## src/rtl/row_byte_packer.sv

```systemverilog
// -----------------------------------------------------------------------------
// row_byte_packer
//
// Packs a little-endian byte stream into WordW-bit row words. Each finished word
// goes to the row loader over a valid/ready handshake. One run carries exactly
// Dim*Dim words. After the last word the block reports done and accepts no more
// input. An assembly register and an output register let the next word assemble
// while the previous one waits downstream.
//
// Ports:
//   clk_i       rising-edge clock
//   rst_ni      asynchronous active-low reset
//   byte_i      input byte
//   byte_v_i    byte_i valid
//   byte_r_o    ready for a byte (registered, from state only)
//   bit_o       assembled row word
//   bit_v_o     bit_o valid
//   bit_r_i     downstream ready
//   last_o      bit_o is the final word of the run
//   done_o      every word of the run has transferred (sticky)
//   pad_err_o   a pad bit of some final byte was nonzero (sticky)
//   word_cnt_o  words transferred downstream (saturating)
// -----------------------------------------------------------------------------
module row_byte_packer #(
    parameter int WordW = 77,
    parameter int ByteW = 8,
    parameter int Dim   = 4
) (
    input  logic                             clk_i,
    input  logic                             rst_ni,
    input  logic [ByteW-1:0]                 byte_i,
    input  logic                             byte_v_i,
    output logic                             byte_r_o,
    output logic [WordW-1:0]                 bit_o,
    output logic                             bit_v_o,
    input  logic                             bit_r_i,
    output logic                             last_o,
    output logic                             done_o,
    output logic                             pad_err_o,
    output logic [$clog2(Dim*Dim+1)-1:0]     word_cnt_o
);

    localparam int BPW   = (WordW + ByteW - 1) / ByteW;
    localparam int LoW   = (BPW - 1) * ByteW;        // bits filled by the full bytes
    localparam int PadW  = BPW * ByteW - WordW;      // unused top bits of the final byte
    localparam int Total = Dim * Dim;
    localparam int BcW   = $clog2(BPW);
    localparam int WcW   = $clog2(Total + 1);

    localparam logic [BcW-1:0] BYTE_LAST   = BcW'(BPW - 1);
    localparam logic [BcW-1:0] BYTE_ONE    = BcW'(1);
    localparam logic [BcW-1:0] BYTE_ZERO   = BcW'(0);
    localparam logic [WcW-1:0] WORD_TOTAL  = WcW'(Total);
    localparam logic [WcW-1:0] WORD_PENULT = WcW'(Total - 1);
    localparam logic [WcW-1:0] WORD_ONE    = WcW'(1);

    typedef enum logic [1:0] {
        ST_ASM   = 2'd0,
        ST_FULL  = 2'd1,
        ST_DRAIN = 2'd2,
        ST_DONE  = 2'd3
    } state_e;

    // True when any pad bit of the final byte of a word is set.
    function automatic logic pad_nonzero(input logic [ByteW-1:0] b);
        pad_nonzero = |b[ByteW-1 -: PadW];
    endfunction

    state_e             state_r, state_nxt_s;
    logic [BcW-1:0]     byte_cnt_r, byte_cnt_nxt_s;
    logic [WcW-1:0]     asm_words_r, asm_words_nxt_s;
    logic [WcW-1:0]     word_cnt_r, word_cnt_nxt_s;
    logic [WordW-1:0]   asm_r, asm_nxt_s;
    logic [WordW-1:0]   bit_r, bit_nxt_s;
    logic               bit_v_r, bit_v_nxt_s;
    logic               byte_r_r, byte_r_nxt_s;
    logic               last_r, last_nxt_s;
    logic               done_r, done_nxt_s;
    logic               pad_err_r, pad_err_nxt_s;
    logic               accept_s;
    logic               xfer_s;
    logic               load_s;

    // Next-state, assembly, output-register and counter logic.
    always_comb begin
        accept_s        = byte_r_r && byte_v_i;
        xfer_s          = bit_v_r && bit_r_i;
        load_s          = 1'b0;
        state_nxt_s     = state_r;
        byte_cnt_nxt_s  = byte_cnt_r;
        asm_words_nxt_s = asm_words_r;
        asm_nxt_s       = asm_r;
        pad_err_nxt_s   = pad_err_r;
        bit_nxt_s       = bit_r;
        bit_v_nxt_s     = bit_v_r;
        word_cnt_nxt_s  = word_cnt_r;

        case (state_r)
            ST_ASM: begin
                if (accept_s) begin
                    if (byte_cnt_r == BYTE_LAST) begin
                        // Final byte only contributes its low bits; the rest is pad.
                        asm_nxt_s[WordW-1:LoW] = byte_i[WordW-LoW-1:0];
                        pad_err_nxt_s          = pad_err_r | pad_nonzero(byte_i);
                        byte_cnt_nxt_s         = BYTE_ZERO;
                        asm_words_nxt_s        = asm_words_r + WORD_ONE;
                        state_nxt_s            = ST_FULL;
                    end else begin
                        // Shift right so byte 0 ends up in the least significant lane.
                        asm_nxt_s[LoW-1:0] = {byte_i, asm_r[LoW-1:ByteW]};
                        byte_cnt_nxt_s     = byte_cnt_r + BYTE_ONE;
                    end
                end else begin
                    state_nxt_s = ST_ASM;
                end
            end
            ST_FULL: begin
                // Copy when the output register is free or emptying on this edge.
                load_s = !bit_v_r || bit_r_i;
                if (load_s) begin
                    state_nxt_s = (asm_words_r == WORD_TOTAL) ? ST_DRAIN : ST_ASM;
                end else begin
                    state_nxt_s = ST_FULL;
                end
            end
            ST_DRAIN: begin
                if (xfer_s) begin
                    state_nxt_s = ST_DONE;
                end else begin
                    state_nxt_s = ST_DRAIN;
                end
            end
            ST_DONE: begin
                state_nxt_s = ST_DONE;
            end
            default: begin
                state_nxt_s = ST_ASM;
            end
        endcase

        if (load_s) begin
            bit_nxt_s   = asm_r;
            bit_v_nxt_s = 1'b1;
        end else if (xfer_s) begin
            bit_v_nxt_s = 1'b0;
        end else begin
            bit_v_nxt_s = bit_v_r;
        end

        if (xfer_s && (word_cnt_r != WORD_TOTAL)) begin
            word_cnt_nxt_s = word_cnt_r + WORD_ONE;
        end else begin
            word_cnt_nxt_s = word_cnt_r;
        end

        // Registered copies of the status outputs, computed from next-cycle values.
        done_nxt_s   = done_r | ((state_r == ST_DRAIN) && xfer_s);
        last_nxt_s   = bit_v_nxt_s && (word_cnt_nxt_s == WORD_PENULT);
        byte_r_nxt_s = (state_nxt_s == ST_ASM);
    end

    // State and datapath registers; reset discards any partial word.
    always_ff @(posedge clk_i or negedge rst_ni) begin
        if (!rst_ni) begin
            state_r     <= ST_ASM;
            byte_cnt_r  <= BYTE_ZERO;
            asm_words_r <= {WcW{1'b0}};
            word_cnt_r  <= {WcW{1'b0}};
            asm_r       <= {WordW{1'b0}};
            bit_r       <= {WordW{1'b0}};
            bit_v_r     <= 1'b0;
            byte_r_r    <= 1'b0;
            last_r      <= 1'b0;
            done_r      <= 1'b0;
            pad_err_r   <= 1'b0;
        end else begin
            state_r     <= state_nxt_s;
            byte_cnt_r  <= byte_cnt_nxt_s;
            asm_words_r <= asm_words_nxt_s;
            word_cnt_r  <= word_cnt_nxt_s;
            asm_r       <= asm_nxt_s;
            bit_r       <= bit_nxt_s;
            bit_v_r     <= bit_v_nxt_s;
            byte_r_r    <= byte_r_nxt_s;
            last_r      <= last_nxt_s;
            done_r      <= done_nxt_s;
            pad_err_r   <= pad_err_nxt_s;
        end
    end

    assign byte_r_o   = byte_r_r;
    assign bit_o      = bit_r;
    assign bit_v_o    = bit_v_r;
    assign last_o     = last_r;
    assign done_o     = done_r;
    assign pad_err_o  = pad_err_r;
    assign word_cnt_o = word_cnt_r;

endmodule

```

## config.mk

```make
export PLATFORM = sky130hd
export DESIGN_NAME = row_byte_packer
export DESIGN_NICKNAME = d
export VERILOG_FILES = /design/src/rtl/row_byte_packer.sv
export SDC_FILE = /design/constraint.sdc
export NUM_CORES = 1
export LEC_CHECK = 0
export ABC_AREA = 1
export CAP_MARGIN = 30
export CORE_MARGIN = 2
export CORE_UTILIZATION = 25
export CTS_CLUSTER_SIZE = 40
export DETAILED_ROUTE_END_ITERATION = 12
export DONT_BUFFER_PORTS = 1
export MAX_ROUTING_LAYER = met4
export PLACE_DENSITY = 0.38
export SLEW_MARGIN = 5
export SYNTH_ARGS = -nofsm -noshare
export SYNTH_HDL_FRONTEND = slang
export SYNTH_SLANG_ARGS = --single-unit
```

## constraint.sdc

```tcl
create_clock -name clk_i -period 2.8 [get_ports clk_i]
set_input_delay 0.56 -clock clk_i [delete_from_list [all_inputs] [get_ports clk_i]]
set_output_delay 0.56 -clock clk_i [all_outputs]
set_load 0.01 [all_outputs]
```

==> metrics.md <==
| Metric | Value |
|---|---|
| Worst-path maximum fanout | 37 |
| WL final | 14900 um |
| RSZ-0062 raised after global routing | no |
| Max Slew Vio Count | 0 |
| Worst vdd ir | around 340 uV |
| Mapped cell area | 6793 um^2 |
| Hold slack | -0.1701 ns |
| Final Hold Vio Count | 175 |
| I/O pin count | approximately 100 |
| Share of layout cells above drive strength 1 | 9.012% |
| Vias in the first global route | 4562 |
| CTS Buffer Depth | 2 |
| Vias/cell | 4.284 |
| Wirelength per Cell | 14.48 um |
| Die Height | 168.8 um |
| Fmax | 557.9 MHz |
| Post-CTS Setup Inserts | 0 |
| Syn_area_per_cell | 9.945 um^2 |
| Effective utilization at floorplan | 25.35% |
| CTS tree | built |
| Routability cong. | 0.7470 |
| Sequential-to-total area share from yosys stat | approximately 64% |
| Commonest non-fill, non-tap cells in the layout | 175 x dfrtp_1, 171 x nand2_1, 103 x o21ai_0, 90 x inv_1, 39 x o21ai_1 |
| Syn nets | 699 |
| CP required | ~3.1 ns |
| CTS Buf Count | 17 |
| Die X | 168.8 um |
| CP endpoint kind | flip-flop |
| Commonest non-fill, non-tap cell in the layout | dfrtp_1 |
| Max-cap violations | 0 |
| DRC violations left | 0 |
| Failing checks | negative hold slack |
| Final HPWL DP | about 9700 um |
| Clk_lat worst skew | 0.42 ns |
| Seq cells post-synth | 175 |
| 1st-iter DRT viols | between 200 and 300 |
| Leakage | ~3.5 nW |
| Ys Warns | 0 |
| Worst Skew | 0.01129 ns |
| Die area | 28510 um^2 |
| Antenna violations before repair | 0 |
| Final instance area | between 7000 and 8000 um^2 |
| Clock sinks | 175 |
| Fin nets | 691 |
| First-pass GRT wire length | 24760 um |
| Synth-to-layout area growth | 14.42% |
| Largest net degree at the start of global routing | 176 |
| Worst Tran Pin Value | a little over 0.5 ns |
| Setup crit start kind | flip-flop |
| Reg clk slew, reported paths | roughly 0.070 ns |
| Placed Instances | around 1000 |
| Distinct cells, synth | 26 |
| Mapped Cells | 683 |
| Crit path DAT | 2.13 ns |
| Cell Count, Final, Fillers Out | 1029 |
| Final setup violation count | 0 |
| H-tree levels | 4 |
| PD cells | 662.6 nW/um^2 |
| Total core area | 26800 um^2 |
| WS Path Type | reg -> reg |
| Port Buffer Count | 0 |
| Placed cell areas | 7127 um^2 |
| Status | finished, violations left |
| TritonRoute pass-1 iters | 7 |
| Slew headroom | 65.76% |
| Vias | approximately 4.4k |
| Tmin final | between 1.5 and 2 ns |
| Total congestion overflow | 0 |
| Setup TNS | 0 ns |
| Total GRT Usage | 11.34% |
| Worst Hold Class | in -> async |
| Standard-cell rows | 60 |
| Period utilization | 64.01% |
| Number of diodes | 0 |
| Post-CTS sizing | 0 |
| CTS Root Cell | clkbuf_16 |
| Post-route ant nets | 0 |
-- cell families (layout without fill, tap and decap cells) --
group	Yosys count	count (layout)	share of synthesized area, %
compound gates	154	154	11.97
xor+xnor	5	5	0.6448
fa+ha+maj	4	4	0.7368
buf+inv	124	129	7.994
flops	175	175	64.47
mux	8	8	1.326
simple gates	213	213	12.86
-- registers in the layout (all words and copies together) (netlist names) --
register	cells
asm_r	77
bit_o	77
asm_words_r	5
word_cnt_o	5
byte_cnt_r	4
state_r	2
bit_v_o	1
byte_r_o	1
done_o	1
last_o	1
pad_err_o	1
-- cell type report --
cell class / instances / area, um^2
clock inverters: 13 / 212.7
repair buffers: 5 / 87.58
flip-flops and latches: 175 / 4379
well taps: 341 / 426.7
clock buffers: 19 / 432.9
multi-input cells: 384 / 1883
fillers: 2807 / 19030
inverters: 92 / 350.3
-- worst max-delay path: stages (launching register included) --
cell and delay (ns):
dfrtp_1 0.45, nor2_2 0.08, nand3_4 0.11, clkinv_4 0.09, nand2_4 0.38, buf_4 0.38
nand2_1 0.09, o21ai_1 0.08
-- metal layers --
| layer | wire length [um] | GRT usage, % |
|---|---|---|
| met1 | 6946 | 14.51 |
| met2 | 6625 | 16.50 |
| met3 | 1156 | 4.770 |
| met4 | 170 | 3.036 |
| met5 | 0 | - |
-- per-stage QoR --
stage / power (mW) / setup WS [ns] / hold slack [ns] / utilization, %
after global placement: 2.576 / 0.9873 / 0.2691 / 26.59
after floorplan: 2.577 / 1.380 / 0.2644 / -
final: 5.150 / 1.008 / -0.1701 / 29.00
after detailed placement: 2.576 / 0.9598 / 0.2689 / 26.59
after CTS: 5.252 / 0.9551 / -0.1993 / 29.00
after global routing: 5.355 / 0.8057 / -0.2052 / 29.00
-- report_power, final --
group,switching [mW],internal (mW),total (mW)
sequential,0,2.53,2.53
combinational,0.000345,0.000429,0.000775
clock,1.03,1.59,2.62
-- Yosys cell counts (all sizes together) --
cell type | n | area, um^2
a21oi | 8 | 70.07
buf | 23 | 158.9
clkbuf | 9 | 33.78
clkinv | 1 | 8.760
dfrtp | 175 | 4379
ha | 4 | 50.05
inv | 91 | 341.6
mux2 | 8 | 90.09
nand2 | 172 | 653.1
nand3 | 13 | 90.08
nand4 | 2 | 12.51
nor2 | 24 | 107.6
nor3 | 2 | 10.01
o21ai | 144 | 728.2
o21bai | 1 | 7.510
o31ai | 1 | 7.510
xnor2 | 2 | 17.52
xor2 | 3 | 26.28
-- path summary, 6_finish.rpt --
kind	from	to	slack (ns)	depth (start not counted)
max in group asynchronous	rst_ni	asm_r[61]	2.60	0
setup reg to reg	state_r[0]	asm_r[14]	1.01	7
hold reg to reg	asm_r[37]	asm_r[37]	0.49	2
hold / removal	rst_ni	word_cnt_o[1]	-0.17	0
min in group clk_i	byte_i[2]	asm_r[74]	0.26	2
setup / recovery	state_r[0]	asm_r[14]	1.01	7
No activity file was read; power rests on OpenSTA's default activity.
==> variant 1, RTL diff (config.mk and constraints unchanged) <==
Register the inputs `byte_i`, `byte_v_i` and `bit_r_i` before use, with the module's reset. The logic sees them one clock later.
--- a/src/rtl/row_byte_packer.sv
+++ b/src/rtl/row_byte_packer.sv
@@ -61,6 +61,22 @@
         ST_DONE  = 2'd3
     } state_e;
 
+    logic [ByteW-1:0] byte_q;
+    logic byte_v_q;
+    logic bit_r_q;
+
+    always_ff @(posedge clk_i or negedge rst_ni) begin
+        if (!rst_ni) begin
+            byte_q   <= '0;
+            byte_v_q <= '0;
+            bit_r_q  <= '0;
+        end else begin
+            byte_q   <= byte_i;
+            byte_v_q <= byte_v_i;
+            bit_r_q  <= bit_r_i;
+        end
+    end
+
     // True when any pad bit of the final byte of a word is set.
     function automatic logic pad_nonzero(input logic [ByteW-1:0] b);
         pad_nonzero = |b[ByteW-1 -: PadW];
@@ -83,8 +99,8 @@
 
     // Next-state, assembly, output-register and counter logic.
     always_comb begin
-        accept_s        = byte_r_r && byte_v_i;
-        xfer_s          = bit_v_r && bit_r_i;
+        accept_s        = byte_r_r && byte_v_q;
+        xfer_s          = bit_v_r && bit_r_q;
         load_s          = 1'b0;
         state_nxt_s     = state_r;
         byte_cnt_nxt_s  = byte_cnt_r;
@@ -100,14 +116,14 @@
                 if (accept_s) begin
                     if (byte_cnt_r == BYTE_LAST) begin
                         // Final byte only contributes its low bits; the rest is pad.
-                        asm_nxt_s[WordW-1:LoW] = byte_i[WordW-LoW-1:0];
-                        pad_err_nxt_s          = pad_err_r | pad_nonzero(byte_i);
+                        asm_nxt_s[WordW-1:LoW] = byte_q[WordW-LoW-1:0];
+                        pad_err_nxt_s          = pad_err_r | pad_nonzero(byte_q);
                         byte_cnt_nxt_s         = BYTE_ZERO;
                         asm_words_nxt_s        = asm_words_r + WORD_ONE;
                         state_nxt_s            = ST_FULL;
                     end else begin
                         // Shift right so byte 0 ends up in the least significant lane.
-                        asm_nxt_s[LoW-1:0] = {byte_i, asm_r[LoW-1:ByteW]};
+                        asm_nxt_s[LoW-1:0] = {byte_q, asm_r[LoW-1:ByteW]};
                         byte_cnt_nxt_s     = byte_cnt_r + BYTE_ONE;
                     end
                 end else begin
@@ -116,7 +132,7 @@
             end
             ST_FULL: begin
                 // Copy when the output register is free or emptying on this edge.
-                load_s = !bit_v_r || bit_r_i;
+                load_s = !bit_v_r || bit_r_q;
                 if (load_s) begin
                     state_nxt_s = (asm_words_r == WORD_TOTAL) ? ST_DRAIN : ST_ASM;
                 end else begin
Check against the original RTL: no difference found for any inputs over 10 cycles, from zero or initial values and one cycle with rst_ni low; that may be too few to reach the edited logic, so the function may still have changed.
==> variant 1 against the original RTL <==
  * The flow still finishes with violations (hold timing)
  * Die area rose by 2.9%
  * Sequential cell count increased by 10
  * Clock skew decreased by 2.2 ps
  * Via count is 1.1% lower
  * Area after synthesis rose by 3.0%
  * Design area up 2.7%
  * Setup slack got worse by 42 ps
  * Routed wire length grew 1.6%
  * Critical path depth is 3 lower
  * Critical path type unchanged
Power is not compared: it rests on default switching activity, and its combinational part moved more than twofold at a synthesized area within 25%.
==> variant 1: results (changes against the original RTL) <==
* Synthesized flop and latch total at 185 (+5.7%)
* Share of layout cells above drive strength 1 at 0.0779 (-0.0122)
* Worst-Margin Slew at 431 ps (-82.1 ps)
* Final hold violation count at 185 (+5.7%)
* WL/cell at 14.1 microns (-2.4%)
* Clock skew at 9.04 ps (-2.25 ps)
* Largest net degree at the start of global routing at 186 (+5.7%)
* Yosys cell types at 24 (-7.7%)
* Initial drt markers at 222 (-13%)
* Critical Path Start: bit_v_o
* DP Wirelength at 9700 microns (+0.17%)
* Drt pass-1 iters at 4 (-3)
* R2R setup slack at 970 ps (-40 ps)
* Fin cells at 1071 (+4.1%)
* Vias in the first global route at 4635 (+1.6%)
* Top FF cell, synth: dfrtp_1
* Number of cells on the worst reg-to-reg path at 4 (-3)
* Failing checks: hold timing
* GP Congestion at 0.709 (-5.1%)
* Hold_ws at -174 ps (-3.97 ps)
* Syn avg cell area at 10.2 sq um (+2.3%)
* Worst-path maximum fanout at 115 (+210%)
* All-Layer GR Usage at 0.114 (+0.000975)
* Sequential share of the synthesized area at 0.662 (+0.0170)
* Wire length of the first global-routing pass at 25300 microns (+2.1%)
* Vias per Instance at 4.07 (-5.0%)
* Synth top cells by count: dfrtp_1 (185), nand2_1 (168), o21ai_0 (127)
* Post-Place Cells at 1038 (+4.1%)
* Final cycle utilization of the critical path at 0.655 (+0.0149)
* Pre-CTS setup slack at 842 ps (-118 ps)
* Synth area leaders: dfrtp_1 (66%), o21ai_0 (9.1%), nand2_1 (9.0%)
* Outcome: finished, violations left
* Final nets at 696 (+0.72%)
* Reg-to-reg endpoint: bit_o[1]
* Reg clk slew, reported paths at 70 ps (about the same)
* Filler cells at 2902 (+3.4%)
-- variant 1: cell types whose count changed in the layout (fill, tap and decap cells not counted), moves of 5 or more --
cell,delta
a21oi_2,-8
clkinvlp_4,-6
dfrtp_1,+10
mux2_2,+5
o21ai_0,+24
o21ai_1,-22
-- variant 1: cells by family (layout without fill, tap and decap cells) --
family | after synthesis | in the layout | share of synthesized area
xor+xnor | 4 | 4 | 0.00501
buf+inv | 125 | 130 | 0.0769
fa+ha+maj | 4 | 4 | 0.00715
simple gates | 206 | 206 | 0.118
mux | 13 | 13 | 0.0209
compound gates | 151 | 151 | 0.111
flops | 185 | 185 | 0.662
-- variant 1: worst min path at each step --
stage,start,end
finish,rst_ni,word_cnt_o[1]
CTS,rst_ni,word_cnt_o[4]
detailed placement,rst_ni,word_cnt_o[4]
floorplan,rst_ni,asm_r[0]
global route,rst_ni,word_cnt_o[1]
global placement,rst_ni,word_cnt_o[1]
-- variant 1: power by group --
part           internal, W  switching, W  leakage [nW]
Combinational     0.000611       0.00103          1.07
Sequential         0.00363      0.000855          2.40
Clock              0.00145       0.00109         0.299
-- variant 1: area by class of cell --
class	count	area (sq um)	share of cell area
repair buffers	4	80.1	0.0100
inverters	94	353	0.0442
well taps	378	473	0.0593
clock buffers	21	450	0.0564
clock inverters	11	159	0.0199
flip-flops and latches	185	4630	0.580
multi-input cells	378	1840	0.230
-- variant 1: worst max-delay path: stages (launching register included) --
cell	delay, ps
dfrtp_1	420
nand2_1	160
nand3_4	300
buf_12	410
mux2_2	380
-- variant 1: per-layer routing --
metal / vias up / part of all wire / global-route usage
li1: 2138 / - / -
met1: 2114 / 0.46 / 0.146
met2: 97 / 0.45 / 0.166
met3: 10 / 0.086 / 0.0502
met4: 0 / 0.0085 / 0.0284
met5: - / 0 / -
-- variant 1: metrics by stage --
step / instance area [sq um] / utilization
5_1_grt: 7980 / 0.288
4_1_cts: 7960 / 0.287
3_3_place_gp: 7350 / 0.265
2_1_floorplan: 7000 / -
3_5_place_dp: 7350 / 0.265
6_report: 7980 / 0.288
==> variant 2, RTL diff (same flow settings) <==
Without the edit above. Set the parameter `Dim` to 8 (it was 4).
--- a/src/rtl/row_byte_packer.sv
+++ b/src/rtl/row_byte_packer.sv
@@ -24,7 +24,7 @@
 module row_byte_packer #(
     parameter int WordW = 77,
     parameter int ByteW = 8,
-    parameter int Dim   = 4
+    parameter int Dim   = 8
 ) (
     input  logic                             clk_i,
     input  logic                             rst_ni,
Ports: changed (resized word_cnt_o); port bits go from 99 to 101. No check against the original RTL was run, so the function may have changed too.
==> variant 2 against the original RTL <==
  * The flow still finishes with violations (hold timing)
  * Clock skew about the same
  * Sequential share of layout area shrank 2.0 points
  * Design area grew 6.1%
  * Area after synthesis increased by 6.5%
  * Sequential cell count grew 4
  * Global-route usage up 0.25 points
  * Total power up 1.0%
  * Setup slack improved by 15 ps
  * Routed wire length rose by 6.6%
  * Critical path type unchanged
  * Largest cell class unchanged
==> variant 2: results (changes against the original RTL) <==
* Setup Fix Bufs, Post-CTS at 0 (unchanged)
* R2R setup slack at 1020 ps (+20 ps)
* DR WL met2 at 7610 microns (+15%)
* Vias in the first global route at 4907 (+7.6%)
* Synth area leaders: dfrtp_1 (62%), o21ai_0 (7.0%), nand2_1 (7.0%)
* Critical-path top delay cell: dfrtp_1
* Inserted Clock Buffers at 17 (unchanged)
* Largest net degree at the start of global routing at 180 (+2.3%)
* Synth top cells by count: dfrtp_1 (179), nand2_1 (134), inv_1 (101), o21ai_0 (101), nand2_2 (51)
* Slowest stage delay, CP at 450 ps (about the same)
* Met1 Routed Length at 7170 microns (+3.2%)
* Synth async-reset ratio at 1.00 (unchanged)
* Post-Synth Adder-Cell Area at 0.00692 (-0.000447)
* GP Congestion at 0.711 (-4.8%)
* Yosys cell types at 26 (unchanged)
* Arrival @ worst endpoint at 2080 ps (-50 ps)
* Share of layout cells above drive strength 1 at 0.202 (+0.112)
* DP Wirelength at 10500 microns (+8.5%)
* Root buffer cell: clkbuf_16
* Final nets at 722 (+4.5%)
* Max VDD drop at 0.331 mV (-2.2%)
* Max layer used: met4
* H-tree levels at 4 (unchanged)
* Sequential share of the synthesized area at 0.619 (-0.0253)
* Compound-Gate Fraction of Synth Area at 0.140 (+0.0204)
* Via count at 4555 (+3.3%)
* Min-Delay Path Class: in -> async
* Failing checks: hold timing
* Number of cells on the worst reg-to-reg path at 5 (-2)
* Final hold violation count at 179 (+2.3%)
* Post-Syn Nets at 729 (+4.3%)
* Critical Path Start Type: flip-flop
* All-Layer GR Usage at 0.116 (+0.00252)
* Antenna diodes at 0 (unchanged)
* Initial drt markers at 229 (-9.8%)
* Worst Setup EP: asm_words_r[3]
* Hold_ws at -158 ps (+12.0 ps)
* Post-CTS Resized at 0 (unchanged)
* Synth Area in XOR/XNOR at 0.0109 (+0.00445)
* Multiplexer share of the synthesized area at 0 (-0.0133)
* Crit path max-delay family: simple AND/OR/NAND/NOR gates
* IO Port Bufs at 0 (unchanged)
* WL final at 15900 microns (+6.6%)
* Wire length of the first global-routing pass at 26800 microns (+8.4%)
* Critical Path Start: state_r[0]
* Reg clk slew, reported paths at 70 ps (about the same)
* Worst-path maximum fanout at 15 (-59%)
* Filler cells at 2987 (+6.4%)
* Outcome: finished, violations left
* Skew-Pair Late Insertion Delay at around 430 ps
* CTS max path bufs at 2 (unchanged)
* Met3 WL at 905 microns (-22%)
* Drt pass-1 iters at 4 (-3)
* Ys Warns at 0 (unchanged)
* Initial Util at 0.253 (-0.000810)
* Worst-Margin Slew at 512 ps (-1.86 ps)
* Lkg Pwr at 3.88 nW (+12%)
* Clock skew at 11.7 ps (+0.391 ps)
-- variant 2: metrics by stage --
step,setup slack (ps),util,instance area (sq um),instances
after floorplan,1220,-,7230,713
after global placement,913,0.266,7620,1071
after detailed placement,843,0.266,7620,1071
after CTS,970,0.288,8240,1103
after global routing,760,0.288,8240,1103
final,1020,0.288,8240,1103
-- variant 2: power by group --
part	internal [W]	switching, W	leakage (nW)	total (W)
Combinational	0.000000365	0.000000610	1.52	0.000000976
Sequential	0.00258	0	2.06	0.00258
Clock	0.00151	0.00111	0.306	0.00262
-- variant 2: per-layer routing --
metal / GRT usage / up-vias
met5: - / -
met4: 0.0396 / 0
met3: 0.0405 / 12
met1: 0.140 / 2244
met2: 0.180 / 67
li1: - / 2232
-- variant 2: layout make-up --
type	instances	area, sq um	share of cell area
sequential	179	4480	0.543
inverter	102	383	0.0464
multi-input combinational	399	2170	0.263
tap	384	480	0.0583
clock inverter	14	199	0.0241
timing repair buffer	7	103	0.0124
clock buffer	18	429	0.0521
